--- src/rtl/seg7_scan_driver.sv ---
// seg7_scan_driver: 4-digit seven-segment scan controller with frame-synchronous display update
module seg7_scan_driver #(
    parameter int CLK_DIV = 100000
) (
    input  logic        clk,
    input  logic        rst,
    input  logic [15:0] value,
    input  logic        load,
    input  logic        blank_lz,
    input  logic [3:0]  dp_en,
    output logic [1:0]  scan_sel,
    output logic [3:0]  an,
    output logic [7:0]  seg,
    output logic        frame_done
);
    localparam int PW = (CLK_DIV > 2) ? $clog2(CLK_DIV) : 1;

    logic [PW-1:0] r_pre;
    logic [1:0]    r_sel;
    logic [3:0]    r_an;
    logic [7:0]    r_seg;
    logic          r_frame;
    logic [15:0]   r_disp;
    logic [15:0]   r_shadow;
    logic          r_pend;

    logic          w_tick;
    logic          w_frame;
    logic [1:0]    w_sel_nx;
    logic [15:0]   w_disp_nx;
    logic [15:0]   w_upper;
    logic [3:0]    w_nib;
    logic          w_blank;
    logic [6:0]    w_hex;

    function automatic logic [6:0] f_hex(input logic [3:0] n);
        case (n)
            4'h0: f_hex = 7'h40;
            4'h1: f_hex = 7'h79;
            4'h2: f_hex = 7'h24;
            4'h3: f_hex = 7'h30;
            4'h4: f_hex = 7'h19;
            4'h5: f_hex = 7'h12;
            4'h6: f_hex = 7'h02;
            4'h7: f_hex = 7'h78;
            4'h8: f_hex = 7'h00;
            4'h9: f_hex = 7'h10;
            4'hA: f_hex = 7'h08;
            4'hB: f_hex = 7'h03;
            4'hC: f_hex = 7'h46;
            4'hD: f_hex = 7'h21;
            4'hE: f_hex = 7'h06;
            default: f_hex = 7'h0E;
        endcase
    endfunction

    // Next-state scan position and display contents; outputs are registered from these so they never lag scan_sel
    always_comb begin
        w_tick    = (r_pre == PW'(CLK_DIV - 1));
        w_frame   = w_tick && (r_sel == 2'd3);
        w_sel_nx  = w_tick ? r_sel + 2'd1 : r_sel;
        w_disp_nx = !w_frame ? r_disp : load ? value : r_pend ? r_shadow : r_disp;
        w_upper   = w_disp_nx >> {w_sel_nx, 2'b00};
        w_nib     = w_upper[3:0];
        w_blank   = blank_lz && (w_sel_nx != 2'd0) && (w_upper == 16'h0);
        w_hex     = w_blank ? 7'h7F : f_hex(w_nib);
    end

    // Prescaler, scan position, shadow buffering and registered display outputs
    always_ff @(posedge clk or posedge rst) begin
        if (rst) begin
            r_pre    <= '0;
            r_sel    <= 2'd0;
            r_an     <= 4'b1111;
            r_seg    <= 8'hFF;
            r_frame  <= 1'b0;
            r_disp   <= 16'h0;
            r_shadow <= 16'h0;
            r_pend   <= 1'b0;
        end else begin
            r_pre    <= w_tick ? '0 : r_pre + PW'(1);
            r_sel    <= w_sel_nx;
            r_an     <= ~(4'b0001 << w_sel_nx);
            r_seg    <= {~dp_en[w_sel_nx], w_hex};
            r_frame  <= w_frame;
            r_disp   <= w_disp_nx;
            r_shadow <= load ? value : r_shadow;
            r_pend   <= (load && !w_frame) || (r_pend && !w_frame);
        end
    end

    assign scan_sel   = r_sel;
    assign an         = r_an;
    assign seg        = r_seg;
    assign frame_done = r_frame;
endmodule

--- config.mk ---
export PLATFORM = sky130hd
export DESIGN_NAME = seg7_scan_driver
export DESIGN_NICKNAME = d
export VERILOG_FILES = /design/src/rtl/seg7_scan_driver.sv
export SDC_FILE = /design/constraint.sdc
export NUM_CORES = 1
export LEC_CHECK = 0
export BUFFER_PORTS_ARGS = -buffer_cell sky130_fd_sc_hd__buf_2
export CAP_MARGIN = 0
export CORE_ASPECT_RATIO = 2
export CORE_UTILIZATION = 47
export DETAILED_ROUTE_END_ITERATION = 10
export PLACE_DENSITY = 0.78
export SLEW_MARGIN = 20
export SYNTH_ARGS = -nofsm -noshare
export SYNTH_HDL_FRONTEND = slang
export SYNTH_SLANG_ARGS = --single-unit
--- constraint.sdc ---
create_clock -name clk -period 7.45 [get_ports clk]
set_input_delay 1.49 -clock clk [delete_from_list [all_inputs] [get_ports clk]]
set_output_delay 1.49 -clock clk [all_outputs]
set_load 0.005 [all_outputs]
==> out/qor.txt, run 1 <==
share of the synthesized area in the top cell type -> 0.413
Congestion Overflow GR -> 0
asr flop ratio synth -> 1.00
Chip Width -> 60.4 um
part of the Yosys area used for sequential elements -> 0.512
post-synthesis mux area share -> 0.0694
io pins -> 39
clock transition at the registers of the reported paths -> 0.05 ns
Synth area leaders -> dfrtp_1 41%, dfstp_2 9.8%, mux2_2 6.3%
row cnt -> 42
clock latency on the worst-skew pair -> 0.33 ns
die area -> 7180 um2
Final setup viols -> 0
max-cap violations -> 0
status -> finished clean
VDD IR-drop max -> 0.121 mV
XOR/XNOR Fraction of Synth Area -> 0.0409
Starting Density -> 0.485
drt pass-1 iters -> 4
number of CTS-inserted buffers -> 9
core area -> 6620 um2
HPWL after DPL -> 5.30 mm
CTS tree -> yes
Worst slew margin -> 0.477
vias per cell -> 5.62
Pleak -> 1.72 nW
cell taking the most area after synthesis -> dfrtp_1
Max Fanout on Critical Path -> 19
main combinational cell family by area after synthesis -> simple AND/OR/NAND/NOR gates
synthesized area -> 3210 um2
Design Area, Final -> 3760 um2
H-tree Lvls -> 3
Hold EP -> r_pre[0]
Syn. warnings -> 0
fin worst setup slack -> 3.34 ns
Post-Synthesis Cells -> 306
Area Growth Syn to Fin -> 17.3%
Tot Pwr -> 0.850 mW
Setup Buffers After CTS -> 0
post-synthesis compound-gate area fraction -> 0.118
Pwr Density -> 226 nW/um2
nets@finish -> 377
reg2reg path depth -> 14
CP required -> 7.67 ns
vias in the first global route -> 2468
# fillers -> 578
fmax -> 0.243 GHz
IO buf count -> 38
synthesized net count -> 338
worst r2r src -> r_pre[0]
antenna viol nets, final -> 0
CTS root buf -> clkbuf_16
CTS resizes -> 0
Tightest Pin Transition -> 0.763 ns
Iteration-0 DRC Markers -> 83
RSZ-0062 raised after global routing -> false
Critical Path AT -> 4.33 ns
Post-Syn Area per Cell -> 10.5 um2
R2R setup slack -> 3.34 ns
GPL Wtd Cong -> 0.873
reg2reg end -> seg[6]
Total Routed Length -> 7.29 mm
most frequent cell after synthesis -> dfrtp_1
Pins Over Slew Limit -> 0
hold_buf cts -> 0
commonest cells in the synthesized netlist -> 53 x dfrtp_1, 45 x nor2_1, 22 x nand2_1
flops & latches, synth -> 65
Final period util -> 0.552
initial antenna violation count -> 0
Post-Synth Simple-Gate Area -> 0.193
# diodes -> 0
synth unique cells -> 53
Hold Crit Class -> reg2reg
fraction of layout cells with a size suffix above 1 -> 0.287
# DRC -> 0
routed len/inst -> 16.7 um
final hold violation count -> 0
Worst Setup Path Type -> reg2reg
clock period minus worst slack -> 4.11 ns
Post-DP Area -> 3450 um2
Critical Path End Type -> flop
startpoint types -> flop
aggregate global-route resource usage -> 0.222
hold path depth -> 1
Sum Neg Setup Slack -> 0 ns
DP Worst Slack -> 3.23 ns
clk buf depth -> 2
clk_skew -> 0.00417 ns
pin count of the biggest net entering global routing -> 66
top_reg_cell synth -> dfrtp_1
Post-Synth Adder-Cell Area -> 0.0312
hold_sp -> r_pre[0]
EDFF count, synth -> 0
total number of vias -> 2455
CTS sink cnt -> 65
first-pass GRT wire length -> 11.5 mm
Die H -> 119 um
## kinds of logic (layout without fill, tap and decap cells)
group | after synthesis | after routing
compound gates | 57 | 57
xor+xnor | 15 | 15
fa+ha+maj | 8 | 8
buf+inv | 23 | 66
flops | 65 | 65
mux | 20 | 20
simple gates | 118 | 118
## layout by cell type (no fill, tap or decap), types with 3 or more instances in the layout
| cell | n |
|---|---|
| ha_1 | 8 |
| inv_1 | 8 |
| nand3_1 | 10 |
| xor2_1 | 7 |
| nor2b_1 | 3 |
| buf_2 | 38 |
| clkbuf_16 | 9 |
| o22ai_1 | 17 |
| a21oi_2 | 3 |
| nand4_1 | 7 |
| nand2_1 | 22 |
| a21oi_1 | 11 |
| dfrtp_1 | 53 |
| nor4_1 | 3 |
| dfstp_2 | 12 |
| o21ai_0 | 8 |
| nor2_1 | 45 |
| nor3_1 | 8 |
| xnor2_1 | 8 |
| mux2_2 | 18 |
## flip-flops by register name, summed over array words and instances (netlist names)
register and count:
scan_sel 2, frame_done 1, seg 8, r_pend 1, r_pre 17, an 4
r_disp 16, r_shadow 16
## layer usage
| metal | GRT usage | up-vias | wire length, um |
|---|---|---|---|
| met5 | 0 | - | 0 |
| met4 | 0.156 | 0 | 382 |
| met3 | 0.0510 | 25 | 207 |
| met2 | 0.382 | 59 | 4030 |
| met1 | 0.219 | 1208 | 2670 |
| li1 | - | 1163 | - |
## layout make-up
class | count | area, um2 | share of cell area
multi-input cells | 218 | 1450 | 0.386
repair buffers | 40 | 205 | 0.0545
clock buffers | 12 | 246 | 0.0655
well taps | 88 | 110 | 0.0293
inverters | 11 | 42.5 | 0.0113
clock inverters | 3 | 65.1 | 0.0173
flip-flops and latches | 65 | 1640 | 0.436
## worst max-delay path by stage
stage,startpoint,slack (ns),depth (start not counted),end
6_report,r_pre[0],3.34,14,seg[6]
5_1_grt,r_pre[0],3.07,13,seg[0]
4_1_cts,r_pre[0],3.36,14,seg[6]
3_5_place_dp,load,3.23,10,seg[0]
3_3_place_gp,load,3.28,10,seg[0]
2_1_floorplan,load,3.77,10,seg[0]
## worst max-delay path, cell delays in order (launching register included)
cell	delay [ns]
dfrtp_1	0.38
ha_1	0.23
nand4_1	0.29
nor4_4	0.29
buf_4	0.30
mux2i_1	0.69
clkinv_2	0.36
nand2_1	0.25
o22ai_1	0.09
a31o_2	0.26
inv_1	0.13
ha_1	0.24
o21a_1	0.17
a21oi_1	0.04
o22ai_1	0.27
## metrics by stage
stage	hold WS [ns]	cells	utilization
final	0.488	437	0.568
after global routing	0.524	437	0.568
after CTS	0.488	437	0.568
after detailed placement	0.481	422	0.521
after global placement	0.469	422	0.521
after floorplan	0.455	306	-
## power breakdown
group	switching, mW	internal, mW	total [mW]
clock network	0.140	0.299	0.439
registers	0.00485	0.366	0.371
logic	0.0231	0.0165	0.0396
total	0.168	0.682	0.850
Note: power is estimated with default switching activity, not from simulation.
==> run 2, diff against run 1 <==
--- a/config.mk
+++ b/config.mk
@@ -10,7 +10,7 @@
 export CORE_ASPECT_RATIO = 2
 export CORE_UTILIZATION = 47
 export DETAILED_ROUTE_END_ITERATION = 10
-export PLACE_DENSITY = 0.78
+export PLACE_DENSITY = 0.8
 export SLEW_MARGIN = 20
 export SYNTH_ARGS = -nofsm -noshare
 export SYNTH_HDL_FRONTEND = slang
==> constraint.sdc (replaced) <==
create_clock -name clk -period 3.5 [get_ports clk]
set_input_delay 0.7 -clock clk [delete_from_list [all_inputs] [get_ports clk]]
set_output_delay 0.7 -clock clk [all_outputs]
set_load 0.005 [all_outputs]
==> out/qor.txt, run 2 (same netlist as run 1, synthesis figures left out) <==
routed len/inst -> 17.0 um (+1.6%)
clock transition at the registers of the reported paths -> 0.05 ns (about the same)
largest reg by FF count -> r_pre
commonest non-fill, non-tap cell in the layout -> dfrtp_1
CTS tree -> yes
Congestion Overflow GR -> 0 (unchanged)
max reg flops -> 17 (unchanged)
GPL Wtd Cong -> 0.846 (-3.1%)
max-cap violations -> 0 (unchanged)
Iteration-0 DRC Markers -> 132 (+59%)
Top Registers -> r_pre x17, r_disp x16, r_shadow x16
clk_skew -> 0.00340 ns (-0.000769 ns)
Hold Crit Class -> in2async
fmax -> 0.297 GHz (+22%)
Total Routed Length -> 7.65 mm (+4.9%)
first-pass GRT wire length -> 12.3 mm (+6.7%)
core area -> 6620 um2 (unchanged)
CP required -> 3.74 ns (-3.93 ns)
Worst slew margin -> 0.595 (+0.118)
VDD IR-drop max -> 0.271 mV (+120%)
drt pass-1 iters -> 4 (unchanged)
vias in the first global route -> 2611 (+5.8%)
Die H -> 119 um (unchanged)
initial antenna violation count -> 0 (unchanged)
vias per cell -> 5.64 (+0.37%)
Starting Density -> 0.485 (unchanged)
fraction of layout cells with a size suffix above 1 -> 0.322 (+0.0358)
startpoint types -> flop
total number of vias -> 2543 (+3.6%)
HPWL after DPL -> 5.72 mm (+7.9%)
Pwr Density -> 489 nW/um2 (+120%)
core occupancy in the finished layout -> 0.592 (+0.0234)
Sum Neg Setup Slack -> 0 ns (unchanged)
clock period minus worst slack -> 3.36 ns (-0.748 ns)
final hold violation count -> 0 (unchanged)
Critical Path AT -> 3.60 ns (-0.73 ns)
Final setup viols -> 0 (unchanged)
# DRC -> 0 (unchanged)
Chip Width -> 60.4 um (unchanged)
CTS root buf -> clkbuf_16
row cnt -> 42 (unchanged)
H-tree Lvls -> 3 (unchanged)
number of CTS-inserted buffers -> 9 (unchanged)
Tightest Pin Transition -> 0.605 ns (-0.158 ns)
aggregate global-route resource usage -> 0.238 (+0.0167)
status -> finished clean
clk buf depth -> 2 (unchanged)
IO buf count -> 38 (unchanged)
io pins -> 39 (unchanged)
R2R setup slack -> 0.14 ns (-3.20 ns)
Max Fanout on Critical Path -> 7 (-12)
CTS sink cnt -> 65 (unchanged)
Worst Setup Path Type -> reg2reg
Pins Over Slew Limit -> 0 (unchanged)
die area -> 7180 um2 (unchanged)
clock latency on the worst-skew pair -> 0.33 ns (about the same)
Area Growth Syn to Fin -> 22.1%
# diodes -> 0 (unchanged)
RSZ-0062 raised after global routing -> false
Critical Path End Type -> flop
most frequent cells in the layout -> 53 x dfrtp_1, 45 x nor2_1, 38 x buf_2, 22 x nand2_1, 18 x mux2_2
Final period util -> 0.961 (+0.409)
antenna viol nets, final -> 0 (unchanged)
nets@finish -> 390 (+3.4%)
pin count of the biggest net entering global routing -> 28 (-58%)
Pleak -> 1.80 nW (+5.0%)
==> run 2: final timing paths <==
check / start / end / cells after the start
min in group clk: r_pre[0] / r_pre[0] / 1
worst max register to register: r_pre[11] / seg[2] / 11
worst max-delay path: r_pre[11] / seg[2] / 11
worst min register to register: r_pre[0] / r_pre[0] / 1
max in group asynchronous: rst / seg[7] / 3
worst min-delay path: rst / r_shadow[12] / 2
==> run 2: repair_timing <==
item                                    CTS  global route
endpoints found under the setup margin    3             7
hold buffers                              0             0
resized for setup                         0             3
setup buffers                             1             3
pin swaps                                 1             3
cloned                                    0             0
==> run 2: per-layer routing <==
metal | track usage | part of all wire | vias up
met5 | 0 | 0 | -
met2 | 0.407 | 0.57 | 81
met4 | 0.163 | 0.040 | 0
met3 | 0.0543 | 0.035 | 25
li1 | - | - | 1189
met1 | 0.242 | 0.35 | 1248
==> run 2: critical path: stages, from the launching register on <==
cell and delay, ns:
dfrtp_1 0.45, or4b_2 0.65, nor4_1 0.26, nand3b_1 0.29
mux2_2 0.37, o21ai_0 0.17, a22o_1 0.18, ha_1 0.21
o2111a_1 0.29, buf_4 0.15, nor2_1 0.04, o21bai_1 0.21
==> run 2: through the flow <==
step                total power [mW]  instance area (um2)  worst slack (ns)  instances  hold slack [ns]
global placement               0.884                 3520            0.0325        431            0.465
global route                    1.98                 3920           0.00246        451            0.367
finish                          1.92                 3920             0.136        451            0.341
floorplan                      0.850                 3210            0.0530        306            0.455
CTS                             1.93                 3880            0.0307        448            0.348
detailed placement             0.887                 3520           -0.0409        431            0.491
==> run 2: final cells by class <==
cell class                      count  area, um2
Timing Repair Buffer               53        303
Fill cell                         561       2700
Clock buffer                       10        239
Sequential cell                    65       1640
Tap cell                           88        110
Clock inverter                      6        115
Multi-Input combinational cell    218       1460
Inverter                           11       55.1
==> run 2: power breakdown <==
part | switching [mW] | total, mW | internal [mW]
sequential | 0.00983 | 0.788 | 0.778
combinational | 0.0497 | 0.0865 | 0.0367
clock | 0.327 | 1.04 | 0.717
total | 0.386 | 1.92 | 1.53
